[src/rtl/rv32i_mc_core.sv]
// Multicycle RV32I core with request/ready instruction and data ports.
// Optional TRAP_ON_ILLEGAL_EN: unknown opcodes and misaligned targets halt with trap.
//   state  | meaning
//   FETCH  | imem_req held until imem_ready, instruction captured into ir
//   DECODE | register operands and immediate latched
//   EXEC   | ALU / link / upper-immediate result and next pc latched
//   MEM    | dmem_req held until dmem_ready, load data captured
//   WB     | rd written, pc updated, retire pulse
//   HALT   | stopped after EBREAK or trap, left only by reset
module rv32i_mc_core #(
   parameter logic [31:0] RESET_PC = 32'h0000_1000
) (
   input  logic        clk,
   input  logic        reset,
   output logic        imem_req,
   output logic [31:0] imem_addr,
   input  logic [31:0] imem_rdata,
   input  logic        imem_ready,
   output logic        dmem_req,
   output logic        dmem_we,
   output logic [31:0] dmem_addr,
   output logic [31:0] dmem_wdata,
   output logic [2:0]  dmem_funct3,
   input  logic [31:0] dmem_rdata,
   input  logic        dmem_ready,
   output logic        retire,
   output logic        halted,
   output logic        trap
);

   localparam logic [6:0] OP_LUI    = 7'b0110111;
   localparam logic [6:0] OP_AUIPC  = 7'b0010111;
   localparam logic [6:0] OP_JAL    = 7'b1101111;
   localparam logic [6:0] OP_JALR   = 7'b1100111;
   localparam logic [6:0] OP_BRANCH = 7'b1100011;
   localparam logic [6:0] OP_LOAD   = 7'b0000011;
   localparam logic [6:0] OP_STORE  = 7'b0100011;
   localparam logic [6:0] OP_IMM    = 7'b0010011;
   localparam logic [6:0] OP_REG    = 7'b0110011;

   typedef enum logic [2:0] {FETCH, DECODE, EXEC, MEM, WB, HALT} state_t;

   state_t      state;
   logic [31:0] pc, ir, rs1_v, rs2_v, imm, alu_r, npc;
   logic [31:0] rf [0:31];
`ifdef TRAP_ON_ILLEGAL_EN
   logic        trap_r;
`endif

   logic [6:0]  opcode;
   logic [2:0]  f3;
   logic [4:0]  rd, rs1_a, rs2_a;
   logic        is_lui, is_auipc, is_jal, is_jalr, is_branch, is_load, is_store, is_imm, is_reg;
   logic        is_ebreak, writes_rd, br_taken, redirect;
   logic [31:0] imm_dec, op_b, alu_out, exec_res, tgt, pc_plus4, pc_imm, npc_calc;
   logic [4:0]  shamt;

   assign opcode    = ir[6:0];
   assign f3        = ir[14:12];
   assign rd        = ir[11:7];
   assign rs1_a     = ir[19:15];
   assign rs2_a     = ir[24:20];
   assign is_lui    = (opcode == OP_LUI);
   assign is_auipc  = (opcode == OP_AUIPC);
   assign is_jal    = (opcode == OP_JAL);
   assign is_jalr   = (opcode == OP_JALR);
   assign is_branch = (opcode == OP_BRANCH);
   assign is_load   = (opcode == OP_LOAD);
   assign is_store  = (opcode == OP_STORE);
   assign is_imm    = (opcode == OP_IMM);
   assign is_reg    = (opcode == OP_REG);
   assign is_ebreak = (ir == 32'h0010_0073);
   assign writes_rd = is_lui | is_auipc | is_jal | is_jalr | is_load | is_imm | is_reg;

   always_comb begin
      case (opcode)
         OP_STORE:        imm_dec = {{20{ir[31]}}, ir[31:25], ir[11:7]};
         OP_BRANCH:       imm_dec = {{19{ir[31]}}, ir[31], ir[7], ir[30:25], ir[11:8], 1'b0};
         OP_LUI, OP_AUIPC: imm_dec = {ir[31:12], 12'b0};
         OP_JAL:          imm_dec = {{11{ir[31]}}, ir[31], ir[19:12], ir[20], ir[30:21], 1'b0};
         default:         imm_dec = {{20{ir[31]}}, ir[31:20]};
      endcase
   end

   // loads, stores and anything that is not OP/OP-IMM use the adder for rs1+imm
   assign op_b  = is_reg ? rs2_v : imm;
   assign shamt = op_b[4:0];
   always_comb begin
      alu_out = rs1_v + op_b;
      if (is_reg || is_imm) begin
         case (f3)
            3'b000:  alu_out = (is_reg && ir[30]) ? rs1_v - op_b : rs1_v + op_b;
            3'b001:  alu_out = rs1_v << shamt;
            3'b010:  alu_out = {31'b0, $signed(rs1_v) < $signed(op_b)};
            3'b011:  alu_out = {31'b0, rs1_v < op_b};
            3'b100:  alu_out = rs1_v ^ op_b;
            3'b101:  alu_out = ir[30] ? $unsigned($signed(rs1_v) >>> shamt) : rs1_v >> shamt;
            3'b110:  alu_out = rs1_v | op_b;
            default: alu_out = rs1_v & op_b;
         endcase
      end
   end

   always_comb begin
      case (f3)
         3'b000:  br_taken = (rs1_v == rs2_v);
         3'b001:  br_taken = (rs1_v != rs2_v);
         3'b100:  br_taken = ($signed(rs1_v) < $signed(rs2_v));
         3'b101:  br_taken = ($signed(rs1_v) >= $signed(rs2_v));
         3'b110:  br_taken = (rs1_v < rs2_v);
         3'b111:  br_taken = (rs1_v >= rs2_v);
         default: br_taken = 1'b0;
      endcase
   end

   assign pc_plus4 = pc + 32'd4;
   assign pc_imm   = pc + imm;
   assign tgt      = is_jalr ? ((rs1_v + imm) & 32'hFFFF_FFFE) : pc_imm;
   assign redirect = is_jal | is_jalr | (is_branch & br_taken);
`ifdef TRAP_ON_ILLEGAL_EN
   logic known, fault;
   assign known = writes_rd | is_branch | is_store | (opcode == 7'b0001111) | (opcode == 7'b1110011);
   assign fault = !known || (redirect && tgt[1:0] != 2'b00);
   assign npc_calc = redirect ? tgt : pc_plus4;
`else
   assign npc_calc = redirect ? (tgt & 32'hFFFF_FFFC) : pc_plus4;
`endif

   always_comb begin
      if (is_lui)                exec_res = imm;
      else if (is_auipc)         exec_res = pc_imm;
      else if (is_jal || is_jalr) exec_res = pc_plus4;
      else                       exec_res = alu_out;
   end

   always_ff @(posedge clk) begin
      if (reset) begin
         state <= FETCH;
         pc    <= RESET_PC;
      end else begin
         case (state)
            FETCH: if (imem_ready) begin
               ir    <= imem_rdata;
               state <= DECODE;
            end
            DECODE: begin
               rs1_v <= (rs1_a == 5'd0) ? 32'd0 : rf[rs1_a];
               rs2_v <= (rs2_a == 5'd0) ? 32'd0 : rf[rs2_a];
               imm   <= imm_dec;
               state <= EXEC;
            end
            EXEC: begin
               alu_r <= exec_res;
               npc   <= npc_calc;
`ifdef TRAP_ON_ILLEGAL_EN
               if (fault) begin
                  state  <= HALT;
                  trap_r <= 1'b1;
               end else
`endif
               if (is_load || is_store) state <= MEM;
               else                     state <= WB;
            end
            MEM: if (dmem_ready) begin
               if (!is_store) alu_r <= dmem_rdata;
               state <= WB;
            end
            WB: begin
               if (writes_rd && rd != 5'd0) rf[rd] <= alu_r;
               pc    <= npc;
               state <= is_ebreak ? HALT : FETCH;
`ifdef TRAP_ON_ILLEGAL_EN
               trap_r <= 1'b0;
`endif
            end
            default: state <= HALT;
         endcase
      end
   end

   // request strobes drop combinationally so a reset abandons an in-flight access
   assign imem_req    = (state == FETCH) && !reset;
   assign imem_addr   = pc;
   assign dmem_req    = (state == MEM) && !reset;
   assign dmem_we     = is_store;
   assign dmem_addr   = alu_r;
   assign dmem_wdata  = rs2_v;
   assign dmem_funct3 = f3;
   assign retire      = (state == WB) && !reset;
   assign halted      = (state == HALT) && !reset;
`ifdef TRAP_ON_ILLEGAL_EN
   assign trap        = (state == HALT) && trap_r && !reset;
`else
   assign trap        = 1'b0;
`endif

endmodule

[config.mk]
export PLATFORM = sky130hd
export DESIGN_NAME = rv32i_mc_core
export DESIGN_NICKNAME = d
export VERILOG_FILES = /design/src/rtl/rv32i_mc_core.sv
export SDC_FILE = /design/constraint.sdc
export NUM_CORES = 2
export LEC_CHECK = 0
export ABC_AREA = 0
export CORE_ASPECT_RATIO = 0.75
export CORE_MARGIN = 10
export CORE_UTILIZATION = 45
export DETAILED_ROUTE_END_ITERATION = 7
export DONT_BUFFER_PORTS = 1
export GPL_ROUTABILITY_DRIVEN = 1
export PLACE_DENSITY = 0.67
export SLEW_MARGIN = 15
export SYNTH_ARGS = -nofsm -noshare
export SYNTH_HDL_FRONTEND = slang
export SYNTH_SLANG_ARGS = --single-unit
[constraint.sdc]
create_clock -name clk -period 37.8 [get_ports clk]
set_input_delay 7.56 -clock clk [delete_from_list [all_inputs] [get_ports clk]]
set_output_delay 7.56 -clock clk [all_outputs]
set_load 0.005 [all_outputs]
Yosys cells after proc, flatten, opt, wreduce, memory -nomap -nowiden
Memory sizes are Yosys's and may differ from the RTL's. A register that Yosys moved wholly into a read port is not among the register bits.
Index checks and enable logic that the tools add are counted.

word-level totals
  memories kept = 1
  word-level logic and storage cells = 108
  output and inout port bits = 105
  flip-flop bits (word level) = 163
  RAM bits = 1024
  input port bits = 68

memories
  name  words  bits a word  rd ports  clocked after Yosys merged registers in  write ports  line  RTL
  rf    32     32           2         2                                        1            45    logic [31:0] rf [0:31];

cells by class
  shift operators = 3
  reduce and logical (&&, ||, !) cells = 22
  mux-type cells = 24
  equal/unequal tests = 27
  $add $sub $neg = 5
  bitwise logic cells = 13
  magnitude comparators = 6

operators by type and width
  operator               count
  $mux 32                11
  $pmux 32 s7            1
  $lt 32x32->1           4
  $pmux 31 s4            1
  $add 32x32->32         3
  $ge 32x32->1           2
  $pmux 32 s2            1
  $add 32x3->32 const B  1
  $and 32x32->32         1
  $eq 32x21->1 const B   1
  $eq 32x32->1           1
  $ne 32x32->1           1
  $or 32x32->32          1
  $shl 32x5->32          1
  $shr 32x5->32          1
  $sshr 32x5->32         1
  $sub 32x32->32         1
  $xor 32x32->32         1
  $eq 7x6->1 const B     3
  $eq 7x7->1 const B     3
  $eq 3x3->1 const B     6
  $pmux 3 s5             1
  $eq 7x5->1 const B     2
  $eq 3x2->1 const B     4
  20 further kinds       47

Logic depth before layout (Yosys ltp)
  word-level depth = 12
  gate-level depth with buffers = 22
  depth with buffers taken out = 17

Worst setup path after synthesis
Ideal clock, no wire load.

  path type = input to register
  from = input reset
  to = register rs2_v[0] (netlist: dmem_wdata[0]) (read register of rf) (enable)
  path buffers = 2
  slack = 19223 ps
  setup time = 821 ps
  cell stages on the path = 3
  data required time = 36979 ps
  arrival time = 17756 ps
  cell sequence = clkbuf_1 clkbuf_1 nor4b_1

between the ends
  word-level cells in the longest chain between the ends = 2

RTL lines
  element                     line  RTL
  from (decl)                 14    input logic reset,
  $not 1->1 (no line)         n/a
  $reduce_and 2->1 (no line)  n/a
  to (decl)                   44    logic [31:0] pc, ir, rs1_v, rs2_v, imm, alu_r, npc;

Every way passes these cells.
A chain may end at the register's enable or synchronous reset.

Final worst setup path
  from = input reset
  to = output halted

between the ends
  word-level cells in the longest chain between the ends = 2

RTL lines
  element            line  RTL
  $logic_not 1->1    190   assign halted = (state == HALT) && !reset;
  $logic_and 1x1->1  190
  to (decl)          27    output logic halted,

Every way passes these cells.

==> impl_metrics.csv <==
group,metric,value,unit
sta,max_slew.worst_pin.slew,1.43,ns
placement,placed_area,0.0735,mm^2
clocking,htree_levels,3,
logic_synthesis,syn_area_per_cell,14.1,um^2
logic_synthesis,ys.flop_type,"edfxtp_1",
final_layout,finish.instance_area,0.0776,mm^2
clocking,clk_latency,0.83,ns
sta,whs,0.453,ns
sta,setup_viol,0,
logic_synthesis,synth_cell_types,94,
grt,grt_pass1_vias,47600,
clocking,path_clk_slew,0.06,ns
critical_path,crit_type,"input pin to output port",
sta,maxSlewViolCount,0,
sta,hold_viol,0,
critical_path,slowest_stage,"nor4bb_1",
critical_path,max_stage_delay,0.38,ns
sta,max_freq,64.5,MHz
logic_synthesis,synthArstFlopShare,0,%
route,first_iter_violations,8411,
placement,pre_cts_ws,22.30,ns
critical_path,cp_max_fo,43,
final_layout,syn_to_final_growth,10.3,%
grt,grt_use_total,31.8,%
clocking,numCtsBuffers,119,
grt,groute.layer.met1.usage,45.8,%
grt,grt-ovfl-total,0,
clocking,cts_buffer_depth,3,
power_and_ir_drop,power_leakage,25.9,nW
grt,grt_max_degree,130,
final_layout,fillers,13100,
final_layout,drive_above_1_share,21.9,%
floorplan,dieArea,0.173,mm^2
sta,relSlewSlack,3.36,%
logic_synthesis,syn-instance-count,4994,
sta,min_period,15.51,ns
floorplan,io-pin-count,173,
floorplan,core.rowCount,125,
critical_path,crit_required,30.24,ns
outcome,status,"completed",
critical_path,path_cells,"nor4bb_1",
route,drc,0,
critical_path,crit_family,"simple AND/OR/NAND/NOR gates",
power_and_ir_drop,power_density,48.7,mW/mm^2
clocking,numClockSinks,1251,
clocking,hold_buffers,0,
clocking,root_buffer,"clkbuf_16",
logic_synthesis,netlist_area,0.0703,mm^2
sta,setup_ws,22.29,ns
floorplan,die_w,477,um
critical_path,critPathCaptureType,"output port",
logic_synthesis,seq_area_frac_synth,52.9,%
grt,grt_busiest_layer,"met1",
route,wire_per_inst,39.4,um
critical_path,path_buf_inv,0,
placement,routabilityCongestion,1.11,
logic_synthesis,synth-edff-count,1216,
route,via_count,50900,
sta,setup_tns,0,ns
route,viasPerCell,7.07,
placement,dp_hpwl,198,mm
route,drt-total-wl,284,mm
placement,portBuffers,0,
run,max-cap-violations,0,
floorplan,core_area,0.155,mm^2
grt,grt_use_met3,12.1,%
logic_synthesis,ys_seq_elements,1251,
clocking,post_cts_resized,0,
power_and_ir_drop,ir_drop,47.8,uV
grt,grt_first_pass_wirelength,390,mm
floorplan,die_h,362,um
critical_path,start_kind,"input pin",
critical_path,arrival,7.95,ns
sta,grt_setup_unrepaired,"no",
grt,globalRouteMet2Util,43.5,%
logic_synthesis,yosys_warnings,0,
hold_path,min_path_type,"register to register",
route,final_antenna_net_count,0,
clocking,tritoncts,"done",
route,firstDrtPassIters,8,
final_layout,final_nets,5242,
sta,period_share,41.0,%
clocking,postCtsSetupRepairBufs,0,
grt,antenna_found_initial,35,
sta,skew,0.105,ns
floorplan,start_util,45.3,%
flip-flops by register name (all words and copies together) (netlist names):
register and count:
state 3, dmem_addr 32, rs1_v 32, rf 1024, dmem_wdata 32, imm 32
imem_addr 32, npc 32, ir 32
per-layer routing:
metal / wire length, um / up-vias
li1: - / 20100
met1: 113000 / 26400
met2: 116000 / 3861
met3: 42900 / 557
met4: 12500 / 38
met5: 278 / -
cell usage after synthesis (all sizes together) (24+ instances only):
master | count | area (um^2)
edfxtp | 1216 | 36500
mux4 | 641 | 14400
nand2 | 366 | 1380
nor2 | 315 | 1180
a21oi | 286 | 1430
o21ai | 245 | 1230
clkbuf | 224 | 842
inv | 187 | 702
ha | 184 | 2300
mux2i | 131 | 1310
buf | 118 | 528
xnor2 | 85 | 744
nand3 | 73 | 365
nor3 | 73 | 370
a211oi | 62 | 470
a21o | 50 | 375
a31oi | 48 | 300
nor2b | 42 | 263
o211ai | 38 | 285
o22ai | 37 | 231
xor2 | 37 | 324
dfxtp | 35 | 701
o221ai | 35 | 307
nand2b | 31 | 194
and3 | 29 | 181
mux2 | 25 | 282
nand4 | 25 | 156
o31ai | 25 | 193
and2 | 24 | 150
worst paths after layout:
path,startpoint,cells past startpoint,endpoint,slack (ns)
worst max-delay path,reset,1,halted,22.29
worst min-delay path,npc[25]$_DFFE_PP_,2,imem_addr[25]$_SDFFE_PP0N_,0.45
worst min register to register,npc[25]$_DFFE_PP_,2,imem_addr[25]$_SDFFE_PP0N_,0.45
worst max register to register,ir[6]$_DFFE_PP_,17,dmem_addr[27]$_DFFE_PP_,30.05
per-stage QoR:
stage	utilization, %	total power, mW	std cells
after detailed placement	47.4	2.54	6958
after floorplan	-	2.18	5026
after global routing	50.0	3.87	7194
after global placement	47.4	2.54	6958
final	50.0	3.78	7202
after CTS	49.9	3.75	7183
final cells by class:
class,count,area [um^2],share of cell area (%)
inverter,191,717,0.924
clock buffer,146,3100,4.00
tap,2095,2620,3.38
clock inverter,79,852,1.10
multi-input combinational,3242,31500,40.6
sequential,1251,37200,48.0
antenna,15,37.5,0.0484
timing repair buffer,183,1530,1.97
power breakdown:
part / switching, mW / internal, mW
registers: 0.0475 / 1.57
logic: 0.624 / 0.316
clock network: 0.553 / 0.670
total: 1.22 / 2.55
cells by family after synthesis:
family                   count (synthesis)  share of synthesized area [%]
buffers and inverters                  533                           2.97
adder cells (fa/ha/maj)                186                           3.33
AO/OA/AOI/OAI                         1037                           9.51
flip-flops                            1251                           52.9
AND/OR/NAND/NOR                       1067                           6.97
multiplexers                           797                           22.8
other                                    1                        0.00533
XOR/XNOR                               122                           1.52
cells in the final DEF, fill, tap and decap left out, types with 19 or more instances in the layout:
cell	n
a211oi_1	61
a21o_1	49
a21oi_1	286
a31oi_1	47
and2_1	22
and3_1	29
buf_4	170
clkbuf_1	26
clkbuf_16	121
clkinv_1	30
clkinv_2	21
conb_1	33
dfxtp_1	35
edfxtp_1	1216
ha_1	184
inv_1	182
mux2_2	24
mux2i_1	130
mux4_2	641
nand2_1	364
nand2b_1	31
nand3_1	72
nand4_1	25
nor2_1	281
nor2_4	30
nor2b_1	42
nor3_1	70
nor4_1	19
o211ai_1	38
o21ai_0	232
o221ai_1	35
o22ai_1	37
o31ai_1	24
xnor2_1	85
xor2_1	37
(Power assumes the default switching activity.)
